<file path="src/rtl/rv32_mem_arbiter.sv">
// rv32_mem_arbiter: shares one single-port synchronous memory between the
// instruction-fetch port (read-only) and the data port (load/store).
// One access is in flight at a time. DM has priority over IF, and a streak
// counter caps how many DM grants in a row can pass a waiting fetch.
module rv32_mem_arbiter #(
   parameter int MEM_LAT         = 1,
   parameter int ADDR_W          = 12,
   parameter int DATA_STREAK_MAX = 2
) (
   input  logic              clk,
   input  logic              rst_n,
   input  logic              if_req,
   input  logic [31:0]       if_addr,
   output logic              if_gnt,
   output logic              if_rvalid,
   output logic [31:0]       if_rdata,
   input  logic              dm_req,
   input  logic              dm_we,
   input  logic [3:0]        dm_be,
   input  logic [31:0]       dm_addr,
   input  logic [31:0]       dm_wdata,
   output logic              dm_gnt,
   output logic              dm_rvalid,
   output logic [31:0]       dm_rdata,
   output logic              mem_en,
   output logic              mem_we,
   output logic [3:0]        mem_be,
   output logic [ADDR_W-1:0] mem_addr,
   output logic [31:0]       mem_wdata,
   input  logic [31:0]       mem_rdata,
   output logic              busy
);

   localparam int CNT_W = (MEM_LAT > 1) ? $clog2(MEM_LAT) : 1;
   localparam int STK_W = $clog2(DATA_STREAK_MAX + 1);
   localparam logic [STK_W-1:0] STREAK_MAX = STK_W'(DATA_STREAK_MAX);

   typedef enum logic [1:0] {S_IDLE, S_ISSUE, S_WAIT, S_RESP} state_e;
   typedef enum logic {OWN_IF, OWN_DM} owner_e;

   state_e            state_q, state_d;
   logic [CNT_W-1:0]  cnt_q, cnt_d;
   logic [STK_W-1:0]  streak_q, streak_d;
   owner_e            owner_q, owner_d;
   logic              we_q, we_d;
   logic [3:0]        be_q, be_d;
   logic [ADDR_W-1:0] addr_q, addr_d;
   logic [31:0]       wdata_q, wdata_d;

   logic dm_win, if_win, in_issue, in_resp;

   // Byte-offset and out-of-range address bits are intentionally ignored.
   logic unused_addr_bits;
   assign unused_addr_bits = ^{if_addr[31:ADDR_W+2], if_addr[1:0],
                               dm_addr[31:ADDR_W+2], dm_addr[1:0]};

   // NOTE: grants are masked by rst_n so every output is 0 while reset is held,
   // even though the request inputs and the IDLE state are combinational paths.
   assign dm_win = rst_n && dm_req && (!if_req || (streak_q != STREAK_MAX));
   assign if_win = rst_n && if_req && !dm_win;

   assign in_issue = (state_q == S_ISSUE);
   assign in_resp  = (state_q == S_RESP);

   // Arbitration, payload capture, latency countdown and next-state selection
   always_comb begin
      // NOTE: every variable gets a default first, so no path can infer a latch.
      state_d  = state_q;
      cnt_d    = cnt_q;
      streak_d = streak_q;
      owner_d  = owner_q;
      we_d     = we_q;
      be_d     = be_q;
      addr_d   = addr_q;
      wdata_d  = wdata_q;
      if_gnt   = 1'b0;
      dm_gnt   = 1'b0;
      case (state_q)
         S_IDLE: begin
            if (dm_win) begin
               dm_gnt  = 1'b1;
               state_d = S_ISSUE;
               owner_d = OWN_DM;
               we_d    = dm_we;
               be_d    = dm_we ? dm_be : 4'h0;
               addr_d  = dm_addr[ADDR_W+1:2];
               wdata_d = dm_we ? dm_wdata : 32'h0;
               if (!if_req) begin
                  streak_d = '0;
               end else if (streak_q != STREAK_MAX) begin
                  streak_d = streak_q + STK_W'(1);
               end
            end else if (if_win) begin
               if_gnt   = 1'b1;
               state_d  = S_ISSUE;
               owner_d  = OWN_IF;
               we_d     = 1'b0;
               be_d     = 4'h0;
               addr_d   = if_addr[ADDR_W+1:2];
               wdata_d  = 32'h0;
               streak_d = '0;
            end
         end
         S_ISSUE: begin
            cnt_d   = CNT_W'(MEM_LAT - 1);
            state_d = (MEM_LAT == 1) ? S_RESP : S_WAIT;
         end
         S_WAIT: begin
            cnt_d = cnt_q - CNT_W'(1);
            if (cnt_q == CNT_W'(1)) begin
               state_d = S_RESP;
            end
         end
         S_RESP:  state_d = S_IDLE;
         default: state_d = S_IDLE;
      endcase
   end

   // Memory strobe and response steering, decoded from state and capture registers
   always_comb begin
      mem_en    = in_issue;
      mem_we    = in_issue & we_q;
      mem_be    = in_issue ? be_q : 4'h0;
      mem_addr  = in_issue ? addr_q : '0;
      mem_wdata = in_issue ? wdata_q : 32'h0;
      if_rvalid = in_resp && (owner_q == OWN_IF);
      dm_rvalid = in_resp && (owner_q == OWN_DM);
      if_rdata  = if_rvalid ? mem_rdata : 32'h0;
      dm_rdata  = (dm_rvalid && !we_q) ? mem_rdata : 32'h0;
      busy      = (state_q != S_IDLE);
   end

   // State, counters and capture registers; reset aborts any access in flight
   always_ff @(posedge clk or negedge rst_n) begin
      if (!rst_n) begin
         state_q  <= S_IDLE;
         cnt_q    <= '0;
         streak_q <= '0;
         owner_q  <= OWN_IF;
         we_q     <= 1'b0;
         be_q     <= 4'h0;
         addr_q   <= '0;
         wdata_q  <= 32'h0;
      end else begin
         // NOTE: non-blocking assignments so all registers update from the same
         // pre-edge values regardless of statement order.
         state_q  <= state_d;
         cnt_q    <= cnt_d;
         streak_q <= streak_d;
         owner_q  <= owner_d;
         we_q     <= we_d;
         be_q     <= be_d;
         addr_q   <= addr_d;
         wdata_q  <= wdata_d;
      end
   end

endmodule

</file>
<file path="config.mk">
export PLATFORM = sky130hd
export DESIGN_NAME = rv32_mem_arbiter
export DESIGN_NICKNAME = d
export VERILOG_FILES = /design/src/rtl/rv32_mem_arbiter.sv
export SDC_FILE = /design/constraint.sdc
export NUM_CORES = 1
export LEC_CHECK = 0
export BUFFER_PORTS_ARGS = -buffer_cell sky130_fd_sc_hd__buf_2
export CORE_AREA = 2 2 99 101
export CTS_CLUSTER_SIZE = 24
export DETAILED_ROUTE_END_ITERATION = 7
export DIE_AREA = 0 0 101 103
export GPL_TIMING_DRIVEN = 0
export PLACE_DENSITY = 0.72
export SLEW_MARGIN = 20
export SYNTH_ARGS = -nofsm -noshare
export SYNTH_HDL_FRONTEND = slang
export SYNTH_SLANG_ARGS = --single-unit
</file>
<file path="constraint.sdc">
create_clock -name clk -period 2.5 [get_ports clk]
set_clock_uncertainty 0.2 [all_clocks]
set_input_delay 0.5 -clock clk [delete_from_list [all_inputs] [get_ports clk]]
set_output_delay 0.5 -clock clk [all_outputs]
set_load 0.05 [all_outputs]
</file>
---- Yosys cells after proc, flatten, opt, wreduce, memory -nomap -nowiden ----
Cells that the tools add are included.
storage, ports and cells
  bits of input ports ..................... 137
  output and inout port bits .............. 119
  register bits after elaboration ......... 55
operators by class
  reduce and logical (&&, ||, !) cells .... 18
  bitwise logic cells ..................... 2
  equal/unequal tests ..................... 7
  mux-type cells .......................... 30
  add/sub/neg operators ................... 2
operators with widths
  cell                                                                    count
  32-bit two-way mux                                                      6
  12-bit two-way mux                                                      3
  4-bit two-way mux                                                       4
  2-bit two-way mux                                                       7
  1-bit two-way mux                                                       8
  2-bit case mux with 4 select lines                                      1
  1-bit logical AND                                                       7
  2-bit nonzero test                                                      3
  2-bit equality test (second input constant)                             2
  2-bit != test (second input constant)                                   2
  2-bit AND reduction                                                     2
  1-bit logical NOT                                                       3
  3-bit by 2-bit != test with 1-bit output (second input constant)        1
  3-bit != test (second input constant)                                   1
  3-bit AND reduction                                                     1
  2-bit by 1-bit adder with 2-bit output (second input constant)          1
  2-bit by 1-bit equality test with 1-bit output (second input constant)  1
  2-bit logical NOT                                                       1
  1-bit case mux with 2 select lines                                      1
  1-bit AND                                                               1
  1-bit logical OR                                                        1
  1-bit NOT                                                               1
  1-bit subtractor (second input constant)                                1

---- Depth between registers and ports, before layout ----
  word-level depth ........................ 8
  gate-level depth with buffers ........... 7

---- Worst setup path after synthesis ----
No wires, ideal clock.
  path kind ............................... register to output
  from .................................... register state_q[0]
  to ...................................... output dm_gnt
  data required time ...................... 1.800 ns
  path buffers ............................ 0
  path slack .............................. -0.379 ns
  arrival time ............................ 2.179 ns
  cell stages (with the launch flop) ...... 5
  cells stage by stage .................... dfrtp_1 inv_1 ha_1 inv_1 nor3_1
between the ends
  word-level cells in the longest chain between the ends .. 2
ends and longest elaborated chain
  item                    line  text
  start, declared         41    state_e state_q, state_d;
  start signal, assigned  147   state_q <= state_d;
  2-bit logical NOT       78    case (state_q)
  1-bit two-way mux       78
  end, declared           22    output logic dm_gnt,
Every way passes these cells.

---- Worst setup path in the final report ----
  from .................................... register state_q[0]
  to ...................................... output dm_rdata[26]
between the ends
  word-level cells in the longest chain between the ends .. 4
ends and longest elaborated chain
  item                 line  text
  2-bit equality test  63    assign in_resp = (state_q == S_RESP);
  1-bit logical AND    127   dm_rvalid = in_resp && (owner_q == OWN_DM);
  1-bit logical AND    129   dm_rdata = (dm_rvalid && !we_q) ? mem_rdata : 32'h0;
  32-bit two-way mux   129
  end, declared        24    output logic [31:0] dm_rdata,
Every way passes these cells.

==> out/qor.txt <==
FINAL LAYOUT
-----------------------------------------------------------------------------------------------------------------
Layout area overhead ...............................................................................       63.57%
Fraction of final layout cells sized beyond drive strength 1 .......................................       53.97%
Number of filler cells placed in the layout ........................................................          848
Commonest non-fill, non-tap cell in the layout ..................................................... sky130_fd_sc_hd__buf_2
Multi-input gate area in the final layout ..........................................................    1602 um^2
Reg area ...........................................................................................    1376 um^2
Final net count ....................................................................................          682
Commonest cells after routing, fill and taps aside ................................................. sky130_fd_sc_hd__buf_2 (157), sky130_fd_sc_hd__and2_1 (83), sky130_fd_sc_hd__dfrtp_1 (55)

DIE
-----------------------------------------------------------------------------------------------------------------
Number of cell rows ................................................................................           36
Chip height ........................................................................................       103 um
Area of the core region ............................................................................    9459 um^2
Number of top-level pins ...........................................................................          256
Width of the die ...................................................................................       101 um
Die Area ...........................................................................................   10400 um^2
Initial Utilization ................................................................................       32.02%

POWER
-----------------------------------------------------------------------------------------------------------------
Power share of the clock group .....................................................................         9.5%
NetSw ..............................................................................................   0.003317 W
P per Cell Area .................................................................................... 1296 nW/um^2
Overall power after layout .........................................................................   0.006422 W
Max IR drop VDD ....................................................................................  0.0005068 V
Portion of total power attributed to sequential cells ..............................................        23.3%
Leakage dissipation ................................................................................     2.649 nW
P_int ..............................................................................................   0.003105 W
Net switching fraction of the power ................................................................       51.65%
Comb pwr share .....................................................................................        67.2%

SYNTH
-----------------------------------------------------------------------------------------------------------------
EDFF count, synth ..................................................................................            0
Synthesized Nets ...................................................................................          454
Biggest area consumer among synthesized cells ...................................................... sky130_fd_sc_hd__dfrtp_1
Syn Area/Cell ......................................................................................   9.709 um^2
Basic-gate share of the synthesized area counting and, or, nand and nor cells ......................       29.00%
Number of instances in the synthesized netlist .....................................................          312
Synth Area in Compound Gates .......................................................................       17.47%
Arithmetic-cell share of the synthesized area counting full adders, half adders and majority gates .       2.065%
Post-synthesis share of cell area spent on xor and xnor gates ......................................           0%
Multiplexer fraction of the synthesized cell area ..................................................       1.074%
Leading cell types by total area after synthesis ................................................... sky130_fd_sc_hd__dfrtp_1 (45%), sky130_fd_sc_hd__and2_1 (24%), sky130_fd_sc_hd__a22o_1 (10%)
Number of unique standard cell types used by synthesis .............................................           27
Fraction of the yosys area taken by sequential cells ...............................................       45.44%
Largest family of logic cells by synthesized area .................................................. simple AND/OR/NAND/NOR gates
Mapped Area ........................................................................................    3029 um^2
Flops & latches, synth .............................................................................           55
Fraction of registers with async set/reset .........................................................       100.0%
Yosys top cell area share ..........................................................................       45.44%
Yosys warning count ................................................................................            0
Most instantiated flip-flop cell in the synthesis netlist .......................................... sky130_fd_sc_hd__dfrtp_1

ROUTE
-----------------------------------------------------------------------------------------------------------------
First-iteration detailed-routing DRC count .........................................................           92
Avg WL per Cell ....................................................................................     15.85 um
Post-DRT Antenna Nets ..............................................................................            0
Length of the first detailed-routing pass in iterations ............................................            4
Post-route DRC violation count .....................................................................            0
Via count ..........................................................................................         3176
Post-detailed-routing wire length ..................................................................     10.40 mm
Via/cell ratio .....................................................................................        4.841

PLACEMENT
-----------------------------------------------------------------------------------------------------------------
Total of buffers placed on input and output ports ..................................................          215
Half-perimeter wire length after placement .........................................................     7.708 mm
DP Worst Slack .....................................................................................   -0.3625 ns
Placer's final routability congestion estimate .....................................................       0.7576

SETUP PATH
-----------------------------------------------------------------------------------------------------------------
Biggest fanout along the worst timing path .........................................................           10
Data arrival at the endpoint of the critical path ..................................................      1.76 ns
Startpoint kind of the worst setup timing path .....................................................     register
Worst Path Required ................................................................................      1.80 ns
Critical Setup Path Class ..........................................................................      reg2out
Nature of the critical path endpoint ...............................................................  output port

TIMING
-----------------------------------------------------------------------------------------------------------------
Count of pins over their slew limit ................................................................            0
Final hold violation count .........................................................................            0
Setup WS post-layout ...............................................................................   0.04201 ns
Max transition margin ..............................................................................       69.69%
Achievable clock frequency .........................................................................    406.8 MHz
Fin crit period ....................................................................................     2.458 ns
Setup violators final ..............................................................................            0
Unrepaired setup endpoints after global routing ....................................................          yes
Final critical-path share of the clock period ......................................................       98.32%
Worst Tran Pin Value ...............................................................................    0.4546 ns

CLOCKING
-----------------------------------------------------------------------------------------------------------------
CTS root buf ....................................................................................... sky130_fd_sc_hd__clkbuf_8
H-tree level count .................................................................................            2
TritonCTS clock tree ...............................................................................         done
Clk slew on worst S/H paths ........................................................................      0.11 ns
Clock network latency to the later pin of the worst-skew pair ......................................      0.30 ns
Maximum clock insertion buffer count ...............................................................            2
TritonCTS buffer count .............................................................................            5
Clock sinks ........................................................................................           55

GLOBAL ROUTING
-----------------------------------------------------------------------------------------------------------------
GRT Residual Overflow ..............................................................................            0
Maximum number of pins on one net before global-route repair .......................................           56
Antenna violations before repair ...................................................................            1
Vias in the first global route .....................................................................         3070
Aggregate global-route resource usage ..............................................................       18.81%
First-pass GRT wire length .........................................................................     15.29 mm

STATUS
-----------------------------------------------------------------------------------------------------------------
Status ............................................................................................. finished clean

JOB
-----------------------------------------------------------------------------------------------------------------
Max-cap violations .................................................................................            0

WORST HOLD PATH
-----------------------------------------------------------------------------------------------------------------
Hold WC Path Type ..................................................................................       in2reg

[synthesized netlist by cell type, types with 2 or more instances]
library cell               number
sky130_fd_sc_hd__nor2_1        12
sky130_fd_sc_hd__a21oi_1        2
sky130_fd_sc_hd__clkbuf_1      15
sky130_fd_sc_hd__a21o_1         2
sky130_fd_sc_hd__and2_1       114
sky130_fd_sc_hd__a31oi_1       12
sky130_fd_sc_hd__o21ai_1       15
sky130_fd_sc_hd__buf_2          6
sky130_fd_sc_hd__dfrtp_1       55
sky130_fd_sc_hd__nand3_1       14
sky130_fd_sc_hd__inv_1          5
sky130_fd_sc_hd__nand2_1        2
sky130_fd_sc_hd__buf_6          4
sky130_fd_sc_hd__a22o_1        36
sky130_fd_sc_hd__ha_1           5
sky130_fd_sc_hd__nor2b_1        2
[layout make-up]
type                    instances  area share (%)
diodes                          1         0.05051
plain buffers                  24           3.737
clock buffers                   5           1.389
clock inverters                 3          0.9343
inverters                       5          0.3788
multi-input cells             227           32.32
flip-flops and latches         55           27.78
well taps                     114           2.879
repair buffers                222           30.53
[repair_timing]
item,CTS,global route
resized for setup,110,55
setup buffers,2,1
endpoints found under the hold margin,55,0
hold buffers,2,0
endpoints found under the setup margin,110,89
pin swaps,1,2
gates cloned,1,1
[worst max-delay path, cell delays in order (launching register included)]
cell and delay [ns]:
sky130_fd_sc_hd__dfrtp_1 0.41, sky130_fd_sc_hd__ha_2 0.21, sky130_fd_sc_hd__and2_4 0.14, sky130_fd_sc_hd__and2b_4 0.21
sky130_fd_sc_hd__buf_8 0.14, sky130_fd_sc_hd__and2_2 0.19, sky130_fd_sc_hd__buf_6 0.15
[worst paths after layout]
check                                   from            to  slack, ns  depth (start not counted)
worst max-delay path              state_q[0]  dm_rdata[26]       0.04                          6
worst min-delay path            dm_wdata[10]   wdata_q[10]       0.20                          2
worst max register to register    state_q[1]   wdata_q[30]       0.57                          6
worst min register to register   streak_q[0]   streak_q[0]       0.29                          1
max in group asynchronous              rst_n   wdata_q[28]       1.25                          3
min in group asynchronous              rst_n    addr_q[11]       0.61                          3
[cells by family after synthesis]
group                    after synthesis
multiplexers                           3
flip-flops                            55
buffers and inverters                 30
AND/OR/NAND/NOR                      148
AO/OA/AOI/OAI                         71
adder cells (fa/ha/maj)                5
[stage by stage]
stage	util [%]	hold WS (ns)	cells	setup TNS (ns)	cell area (um^2)
after floorplan	-	0.004409	312	0	3075
after global placement	45.40	0.2660	641	-25.63	4294
after detailed placement	45.42	0.2790	641	-4.146	4297
after CTS	50.74	0.1815	654	-0.3954	4800
after global routing	52.38	0.1673	656	-0.3200	4955
final	52.38	0.1983	656	0	4955
[metal layers]
| layer | part of all wire [%] | global-route usage [%] |
|---|---|---|
| met5 | 0 | 0 |
| met4 | 1.3 | 5.405 |
| met1 | 38 | 21.40 |
| met2 | 53 | 35.13 |
| met3 | 8.1 | 4.475 |
[flip-flops by register name, indices dropped and copies added (netlist names)]
register,cells
cnt_q,1
state_q,2
owner_q,1
wdata_q,32
streak_q,2
addr_q,12
we_q,1
be_q,4
[power groups by stage]
stage               clock network (W)  registers, W  logic [W]
floorplan                           0       0.00144    0.00296
global placement                    0       0.00149    0.00372
detailed placement                  0       0.00150    0.00379
CTS                          0.000643       0.00150    0.00414
global route                 0.000675       0.00156    0.00457
finish                       0.000608       0.00150    0.00432
Power figures use the tool's default switching activity.
